==> config.mk <==
export PLATFORM = sky130hd
export DESIGN_NAME = mono_mode_ctrl
export DESIGN_NICKNAME = d
export VERILOG_FILES = /design/src/rtl/mono_pkg.sv /design/src/rtl/ps2_hotkey_detect.sv /design/src/rtl/mono_mode_ctrl.sv
export SDC_FILE = /design/constraint.sdc
export NUM_CORES = 1
export LEC_CHECK = 0
export ABC_AREA = 1
export BUFFER_PORTS_ARGS = -buffer_cell sky130_fd_sc_hd__buf_2
export CORE_UTILIZATION = 40
export CTS_CLUSTER_SIZE = 25
export DETAILED_ROUTE_END_ITERATION = 6
export GPL_TIMING_DRIVEN = 0
export PLACE_DENSITY_LB_ADDON = 0.1
export SETUP_SLACK_MARGIN = 0.2
export SLEW_MARGIN = 20
export SYNTH_ARGS = -nofsm -noshare
export SYNTH_HDL_FRONTEND = slang
export SYNTH_SLANG_ARGS = --single-unit
==> constraint.sdc <==
create_clock -name clk_vga -period 3.3 [get_ports clk_vga]
set_input_delay 0.33 -clock clk_vga [delete_from_list [all_inputs] [get_ports clk_vga]]
set_output_delay 0.33 -clock clk_vga [all_outputs]
set_load 0.005 [all_outputs]
==> src/rtl/mono_pkg.sv <==
// Shared constants for the monochrome mode controller and the display stage
// that consumes its mode select.
package mono_pkg;

    typedef logic [1:0] mode_t;

    localparam mode_t MODE_COLOR = 2'd0;
    localparam mode_t MODE_GREEN = 2'd1;
    localparam mode_t MODE_AMBER = 2'd2;
    localparam mode_t MODE_GREY  = 2'd3;

    localparam logic [7:0] SC_E0    = 8'hE0;
    localparam logic [7:0] SC_F0    = 8'hF0;
    localparam logic [7:0] SC_SCRLK = 8'h7E;

    localparam int TMO_W = 20;

    typedef enum logic [1:0] {
        KB_IDLE = 2'd0,
        KB_E0   = 2'd1,
        KB_F0   = 2'd2,
        KB_E0F0 = 2'd3
    } kb_state_t;

    // Modes cycle colour -> green -> amber -> grey -> colour.
    function automatic mode_t next_mode(input mode_t m);
        return mode_t'(m + 2'd1);
    endfunction

endpackage

==> src/rtl/ps2_hotkey_detect.sv <==
// Scroll Lock hotkey decoder for PS/2 set-2 bytes; emits one advance pulse per
// physical key press, ignoring typematic repeats and the E0-prefixed variants.
module ps2_hotkey_detect
    import mono_pkg::*;
(
    input  logic       clk,
    input  logic       rst,
    input  logic [7:0] i_kb_code,
    input  logic       i_kb_strobe,
    output logic       o_advance
);

    kb_state_t r_state;
    kb_state_t w_state_next;
    logic      w_make;
    logic      w_break;
    logic      r_key_down;
    logic      r_advance;

    always_ff @(posedge clk or posedge rst) begin
        if (rst) begin
            r_state <= KB_IDLE;
        end else begin
            r_state <= w_state_next;
        end
    end

    always_comb begin
        w_state_next = r_state;
        w_make       = 1'b0;
        w_break      = 1'b0;
        if (i_kb_strobe) begin
            case (r_state)
                KB_IDLE: begin
                    if (i_kb_code == SC_E0) begin
                        w_state_next = KB_E0;
                    end else if (i_kb_code == SC_F0) begin
                        w_state_next = KB_F0;
                    end else begin
                        w_state_next = KB_IDLE;
                        w_make       = (i_kb_code == SC_SCRLK);
                    end
                end
                // E0 7E belongs to Ctrl+Break, so only E0 F0 keeps the prefix alive.
                KB_E0: begin
                    w_state_next = (i_kb_code == SC_F0) ? KB_E0F0 : KB_IDLE;
                end
                KB_F0: begin
                    w_state_next = KB_IDLE;
                    w_break      = (i_kb_code == SC_SCRLK);
                end
                KB_E0F0: begin
                    w_state_next = KB_IDLE;
                end
                default: begin
                    w_state_next = KB_IDLE;
                end
            endcase
        end
    end

    always_ff @(posedge clk or posedge rst) begin
        if (rst) begin
            r_key_down <= 1'b0;
            r_advance  <= 1'b0;
        end else begin
            r_advance <= w_make && !r_key_down;
            if (w_make) begin
                r_key_down <= 1'b1;
            end else if (w_break) begin
                r_key_down <= 1'b0;
            end
        end
    end

    assign o_advance = r_advance;

endmodule

==> src/rtl/mono_mode_ctrl.sv <==
// Monochrome video path select: stages hotkey/CPU mode requests and applies them
// on the vsync leading edge, or continuously once vsync has been missing too long.
module mono_mode_ctrl
    import mono_pkg::*;
#(
    parameter bit          VSYNC_ACTIVE   = 1'b0,
    parameter mode_t       RESET_MODE     = MODE_COLOR,
    parameter int unsigned TIMEOUT_CYCLES = 1_048_575
) (
    input  logic       clk_vga,
    input  logic       rst,
    input  logic [7:0] kb_code,
    input  logic       kb_strobe,
    input  logic       io_wr,
    input  logic [1:0] io_data,
    input  logic       vga_vsync,
    output logic [1:0] monochrome_switcher,
    output logic       mode_pending
);

    localparam logic [TMO_W-1:0] TMO_LIMIT = TMO_W'(TIMEOUT_CYCLES);

    logic             w_advance;
    mode_t            r_pend_mode;
    mode_t            r_mode;
    logic             r_vsync_prev;
    logic             w_vsync_edge;
    logic [TMO_W-1:0] r_tmo_cnt;
    logic             w_timeout;

    ps2_hotkey_detect u_hotkey (
        .clk         (clk_vga),
        .rst         (rst),
        .i_kb_code   (kb_code),
        .i_kb_strobe (kb_strobe),
        .o_advance   (w_advance)
    );

    // A CPU write is an absolute request, so it overrides a relative hotkey step.
    always_ff @(posedge clk_vga or posedge rst) begin
        if (rst) begin
            r_pend_mode <= RESET_MODE;
        end else if (io_wr) begin
            r_pend_mode <= io_data;
        end else if (w_advance) begin
            r_pend_mode <= next_mode(r_pend_mode);
        end
    end

    always_ff @(posedge clk_vga or posedge rst) begin
        if (rst) begin
            r_vsync_prev <= ~VSYNC_ACTIVE;
        end else begin
            r_vsync_prev <= vga_vsync;
        end
    end

    assign w_vsync_edge = (vga_vsync == VSYNC_ACTIVE) && (r_vsync_prev != VSYNC_ACTIVE);
    assign w_timeout    = (r_tmo_cnt == TMO_LIMIT);

    always_ff @(posedge clk_vga or posedge rst) begin
        if (rst) begin
            r_tmo_cnt <= '0;
        end else if (w_vsync_edge) begin
            r_tmo_cnt <= '0;
        end else if (!w_timeout) begin
            r_tmo_cnt <= r_tmo_cnt + TMO_W'(1);
        end
    end

    // Uses the registered staged mode, so a same-cycle request waits for the next edge.
    always_ff @(posedge clk_vga or posedge rst) begin
        if (rst) begin
            r_mode <= RESET_MODE;
        end else if (w_vsync_edge || w_timeout) begin
            r_mode <= r_pend_mode;
        end
    end

    assign monochrome_switcher = r_mode;
    assign mode_pending        = (r_pend_mode != r_mode);

endmodule

==> Word level (Yosys, flattened, before mapping) <==
Cells that the tools add are included.
{ "classes": {"addsub": 2, "eq_ne": 9, "mux": 16, "bitwise": 1, "reduce_logical": 8} }
{ "op_table": {"columns": ["op", "count"], "rows": [
  ["two-way mux 20 bit", 2],
  ["adder 20 x 1 -> 20 bit (second input constant)", 1],
  ["== test 20 bit (second input constant)", 1],
  ["== test 8 bit (second input constant)", 2],
  ["two-way mux 2 bit", 5],
  ["== test 8 x 7 -> 1 bit (second input constant)", 1],
  ["two-way mux 1 bit", 8],
  ["case mux 2 bit (3 select lines)", 1],
  ["== test 2 bit (second input constant)", 2],
  ["nonzero test 2 bit", 2],
  ["adder 2 x 1 -> 2 bit (second input constant)", 1],
  ["== test 2 x 1 -> 1 bit (second input constant)", 1],
  ["logical AND 1 bit", 2],
  ["logical NOT 2 bit", 1],
  ["inequality test 2 bit", 1],
  ["inequality test 2 bit (second input constant)", 1],
  ["OR reduction 2 bit", 1],
  ["logical NOT 1 bit", 1],
  ["logical OR 1 bit", 1],
  ["inverter 1 bit", 1]
]} }
{ "word_totals": {"register_bits": 29, "in_bits": 15, "output_inout_bits": 3, "wordCells": 43} }

==> Depth between registers and ports, before layout <==
{ "logic_depth": {"depth_word": 6, "depth_mapped": 9, "depth_no_buf": 9} }

==> Cells and area by module <==
Synthesis repeated with hierarchy kept, for this count alone.
{ "hier_totals": {"cells_unflattened": 238, "area_unflattened_um2": 1714.1} }
{ "modules_own_cells": {"columns": ["mod", "instances", "cells_each", "area_each_um2", "seq_area_each_um2"], "rows": [
  ["mono_mode_ctrl", 1, 203, 1462.7, 626.9],
  ["ps2_hotkey_detect", 1, 35, 251.5, 100.1]
]} }

==> Worst setup path after synthesis <==
No wires, ideal clock.
{ "synth_path": {"path_type": "flip-flop to flip-flop", "start": "reg r_tmo_cnt[0]", "end": "reg r_tmo_cnt[8]", "setup_ns": 0.118, "arrival_time_ns": 1.338, "required_ns": 3.182, "setup_slack_ns": 1.844, "stages_incl_launch_ff": 9, "path_cell_list": "dfrtp_1 ha_1 nand2_2 nor2_4 nand2_4 inv_1 or2_2 nand3_1 nand2_1"} }
{ "synth_via": {"elab_chain_len": 3, "elab_cells_between_ends": 5, "cone_classes": "add/sub: 1; eq/ne: 2; mux: 2"} }
{ "synth_lines": {"columns": ["element", "line_no", "text"], "rows": [
  ["start, declared", "mono_mode_ctrl.sv:28", "logic [TMO_W-1:0] r_tmo_cnt;"],
  ["start signal, assigned", "mono_mode_ctrl.sv:67", "r_tmo_cnt <= r_tmo_cnt + TMO_W'(1);"],
  ["adder 20 x 1 -> 20 bit", "mono_mode_ctrl.sv:67", null],
  ["two-way mux 20 bit", "mono_mode_ctrl.sv:66", "end else if (!w_timeout) begin"],
  ["two-way mux 20 bit", "mono_mode_ctrl.sv:64", "end else if (w_vsync_edge) begin"]
]} }
Several ways; a longest one is shown, not always the timed one. The select of a mux whose other input is x is not followed.
A chain may end at the register's enable or synchronous reset.

==> Worst setup path in the final report <==
{ "layout_path": {"start": "reg r_tmo_cnt[0]", "end": "reg r_tmo_cnt[2]"} }
Same word-level chain as after synthesis.

==> impl_metrics.csv <==
group,metric,value,unit
timing,skew,0.0103,ns
pwr,comb_power_share,12.0,%
yosys,synth_top_family_by_area,"simple AND/OR/NAND/NOR gates",
timing,hold_viol_final,0,
layout,n_fill_cell,411,
worst_setup_path,cp.required,3.48,ns
worst_setup_path,r2r_slack,1.60,ns
place,pre_cts_slack,1.60,ns
timing,fin_crit_sh,51.4,%
worst_setup_path,rr_worst_depth,8,
clock_network,postCtsHoldBufs,0,
place,dpl.hpwl,2750,um
worst_setup_path,worstPathArrival,1.87,ns
timing,setup_ws,1.60,ns
detailed_routing,firstDrtPassIters,4,
place,portBuffers,17,
die,coreArea,0.00412,mm^2
clock_network,clock_latency,0.28,ns
worst_setup_path,critical_path.cell_chain,"ha_1 > nand2_2 > nor2_4 > nand2_4 > nor2_8 > nand3_4 > buf_6 > o31ai_1",
yosys,seq_area_frac_synth,41.4,%
clock_network,cts_sinks,29,
place,routabilityCongestion,0.802,
pwr,total_leakage_power,1.10,nW
grt,grt_start_max_net_pins,30,
place,dpl_cell_area,0.00190,mm^2
yosys,synth_nets,245,
yosys,synth_area_leaders,"dfrtp_1 (40%), nand2_1 (15%), nand3_1 (7.4%)",
clock_network,cts_tree,"yes",
timing,worst_pin_slew,0.632,ns
worst_setup_path,cp-start-kind,"flop",
worst_setup_path,r2r_start,"r_tmo_cnt[0]",
grt,grt_overflow,0,
worst_setup_path,r2r_end,"r_tmo_cnt[2]",
layout,final_layout_size_suffix_gt1_share,20.1,%
yosys,synthAdderAreaFrac,0.712,%
yosys,ys_ff_latch,29,
pwr,clkPwrFrac,41.1,%
pwr,p_int,0.650,mW
yosys,netlist_instances,229,
yosys,syn_area,0.00176,mm^2
clock_network,clockBufferDepth,2,
pwr,power-per-cell-area,435,mW/mm^2
die,core.rowCount,23,
yosys,yosys.cell_types.count,33,
clock_network,cts-root-buf,"clkbuf_8",
timing,max_freq,0.590,GHz
die,start_util,42.7,%
clock_network,clkSlewWorstSetupHoldPaths,0.07,ns
clock_network,cts_buffers,5,
yosys,synth-edff-count,0,
detailed_routing,drtIter0Drc,48,
yosys,synth_compound_area_share,5.91,%
pwr,pwr-share-seq,46.9,%
clock_network,htreeDepth,2,
grt,grt_first_pass_wirelength,6330,um
die,io_pins,18,
job,max_cap_violations,0,
layout,stdcell_area,0.00201,mm^2
pwr,switching_share,25.8,%
yosys,yosysWarnings,0,
layout,final_cell_mix,"nand2_1 (72), dfrtp_1 (28), nor2_1 (26), nand3_1 (26), inv_1 (19)",
clock_network,cts_setup_buffers,0,
yosys,synth-simple-area-share,42.1,%
die,die_h,68.3,um
yosys,syn_avg_cell_area,7.67,um^2
detailed_routing,drc,0,
worst_setup_path,crit_type,"reg -> reg",
worst_hold_path,worstHoldPathType,"in -> async",
worst_setup_path,startpoint,"r_tmo_cnt[0]",
yosys,synth_top_area_share,39.9,%
timing,tns,0,ns
worst_setup_path,cpPeakStageDelay,0.44,ns
layout,syn2layout_area_growth,14.5,%
pwr,p_sw,0.225,mW
clock_network,cts_resized,0,
detailed_routing,wl_per_cell,12.2,um
die,die_area,0.00466,mm^2
grt,antenna_found_initial,0,
worst_setup_path,cp_max_fo,10,
layout,final_common_cell,"nand2_1",
worst_setup_path,worstSetupEndpointType,"flop",
timing,min_period,1.70,ns
outcome,outcome,"finished clean",
detailed_routing,vias,1467,
grt,track_usage,18.8,%
pwr,p_total,0.875,mW
pwr,ir_drop,0.278,mV
layout,fin_nets,269,
yosys,async_reset_ff_share,100,%
detailed_routing,routed_wl,3700,um
yosys,ys.flop_type,"dfrtp_1",
layout,diodes,0,
detailed_routing,viasPerCell,4.83,
yosys,synth_largest_area_cell,"dfrtp_1",
timing,setup_viol,0,
timing,rsz0062_at_grt,"no",
timing,maxSlewHeadroom,57.8,%
grt,grt_pass1_vias,1413,
die,die_x,68.3,um
worst_setup_path,cp_slowest_cell,"dfrtp_1",
timing,slew_viol_final,0,
yosys,synthMuxAreaShare,0,%
detailed_routing,antenna_left,0,
yosys,synth_xor_area_share,2.49,%
power by group through the flow:
stage          Combinational [mW]  Sequential, mW  Clock, mW
3_5_place_dp                0.107           0.417          0
3_3_place_gp                0.105           0.417          0
2_1_floorplan              0.0744           0.411          0
4_1_cts                     0.107           0.410      0.371
6_report                    0.105           0.410      0.360
5_1_grt                     0.123           0.414      0.386
cell families after synthesis:
family | after synthesis
buf+inv | 26
xor+xnor | 5
fa+ha+maj | 1
simple gates | 153
flops | 29
compound gates | 15
cells in the mapped netlist (3+ instances only):
cell type  number
nand3_1        26
a21oi_1         3
nor2_1         26
dfrtp_1        28
o21ai_2         3
or2_2           4
xor2_1          3
nand2_2         4
nand2_4         3
inv_1          20
o21bai_1        4
nand4_1         5
nand2_1        72
area by class of cell:
type / count / area [um^2] / area share [%]
buffer: 4 / 33.8 / 1.68
multi-input combinational: 174 / 900 / 44.7
sequential: 29 / 727 / 36.1
inverter: 22 / 96.3 / 4.79
clock inverter: 2 / 35.0 / 1.74
clock buffer: 6 / 72.6 / 3.61
timing repair buffer: 17 / 85.1 / 4.23
tap: 50 / 62.6 / 3.11
sequential cells by signal, summed over array words and instances, names as in the netlist:
signal,cells
u_hotkey.r_state,2
r_vsync_prev,1
r_tmo_cnt,20
monochrome_switcher,2
r_pend_mode,2
u_hotkey.o_advance,1
u_hotkey.r_key_down,1
metal layers:
layer  part of all wire (%)  GRT usage [%]  vias to the layer above  wire length (um)
met5                      0              0                        -                 0
met4                   0.76           6.25                        0                28
met3                    2.3           4.00                        4                85
met2                     48           31.3                       17              1780
met1                     49           24.0                      670              1810
li1                       -              -                      776                 -
stage by stage:
step / utilization (%) / hold slack (ns) / std cells
2_1_floorplan: - / 0.334 / 229
3_3_place_gp: 46.3 / 0.419 / 296
3_5_place_dp: 46.3 / 0.418 / 296
4_1_cts: 48.9 / 0.151 / 304
5_1_grt: 48.9 / 0.157 / 304
6_report: 48.9 / 0.130 / 304
critical path: cells and delay by family, from the launching register on:
kind / cells / cell delay (ns)
buffers and inverters: 1 / 0.16
adders and majority gates: 1 / 0.35
AOI/OAI and AO/OA: 1 / 0.07
DFF: 1 / 0.44
and+or+nand+nor: 5 / 0.56
worst max path at each step:
stage / end / cells after the start
6_report: r_tmo_cnt[2] / 8
5_1_grt: r_tmo_cnt[1] / 8
4_1_cts: r_tmo_cnt[2] / 8
3_5_place_dp: r_tmo_cnt[2] / 8
3_3_place_gp: r_tmo_cnt[1] / 8
2_1_floorplan: r_tmo_cnt[8] / 8
Note: power is estimated with default switching activity, not from simulation.
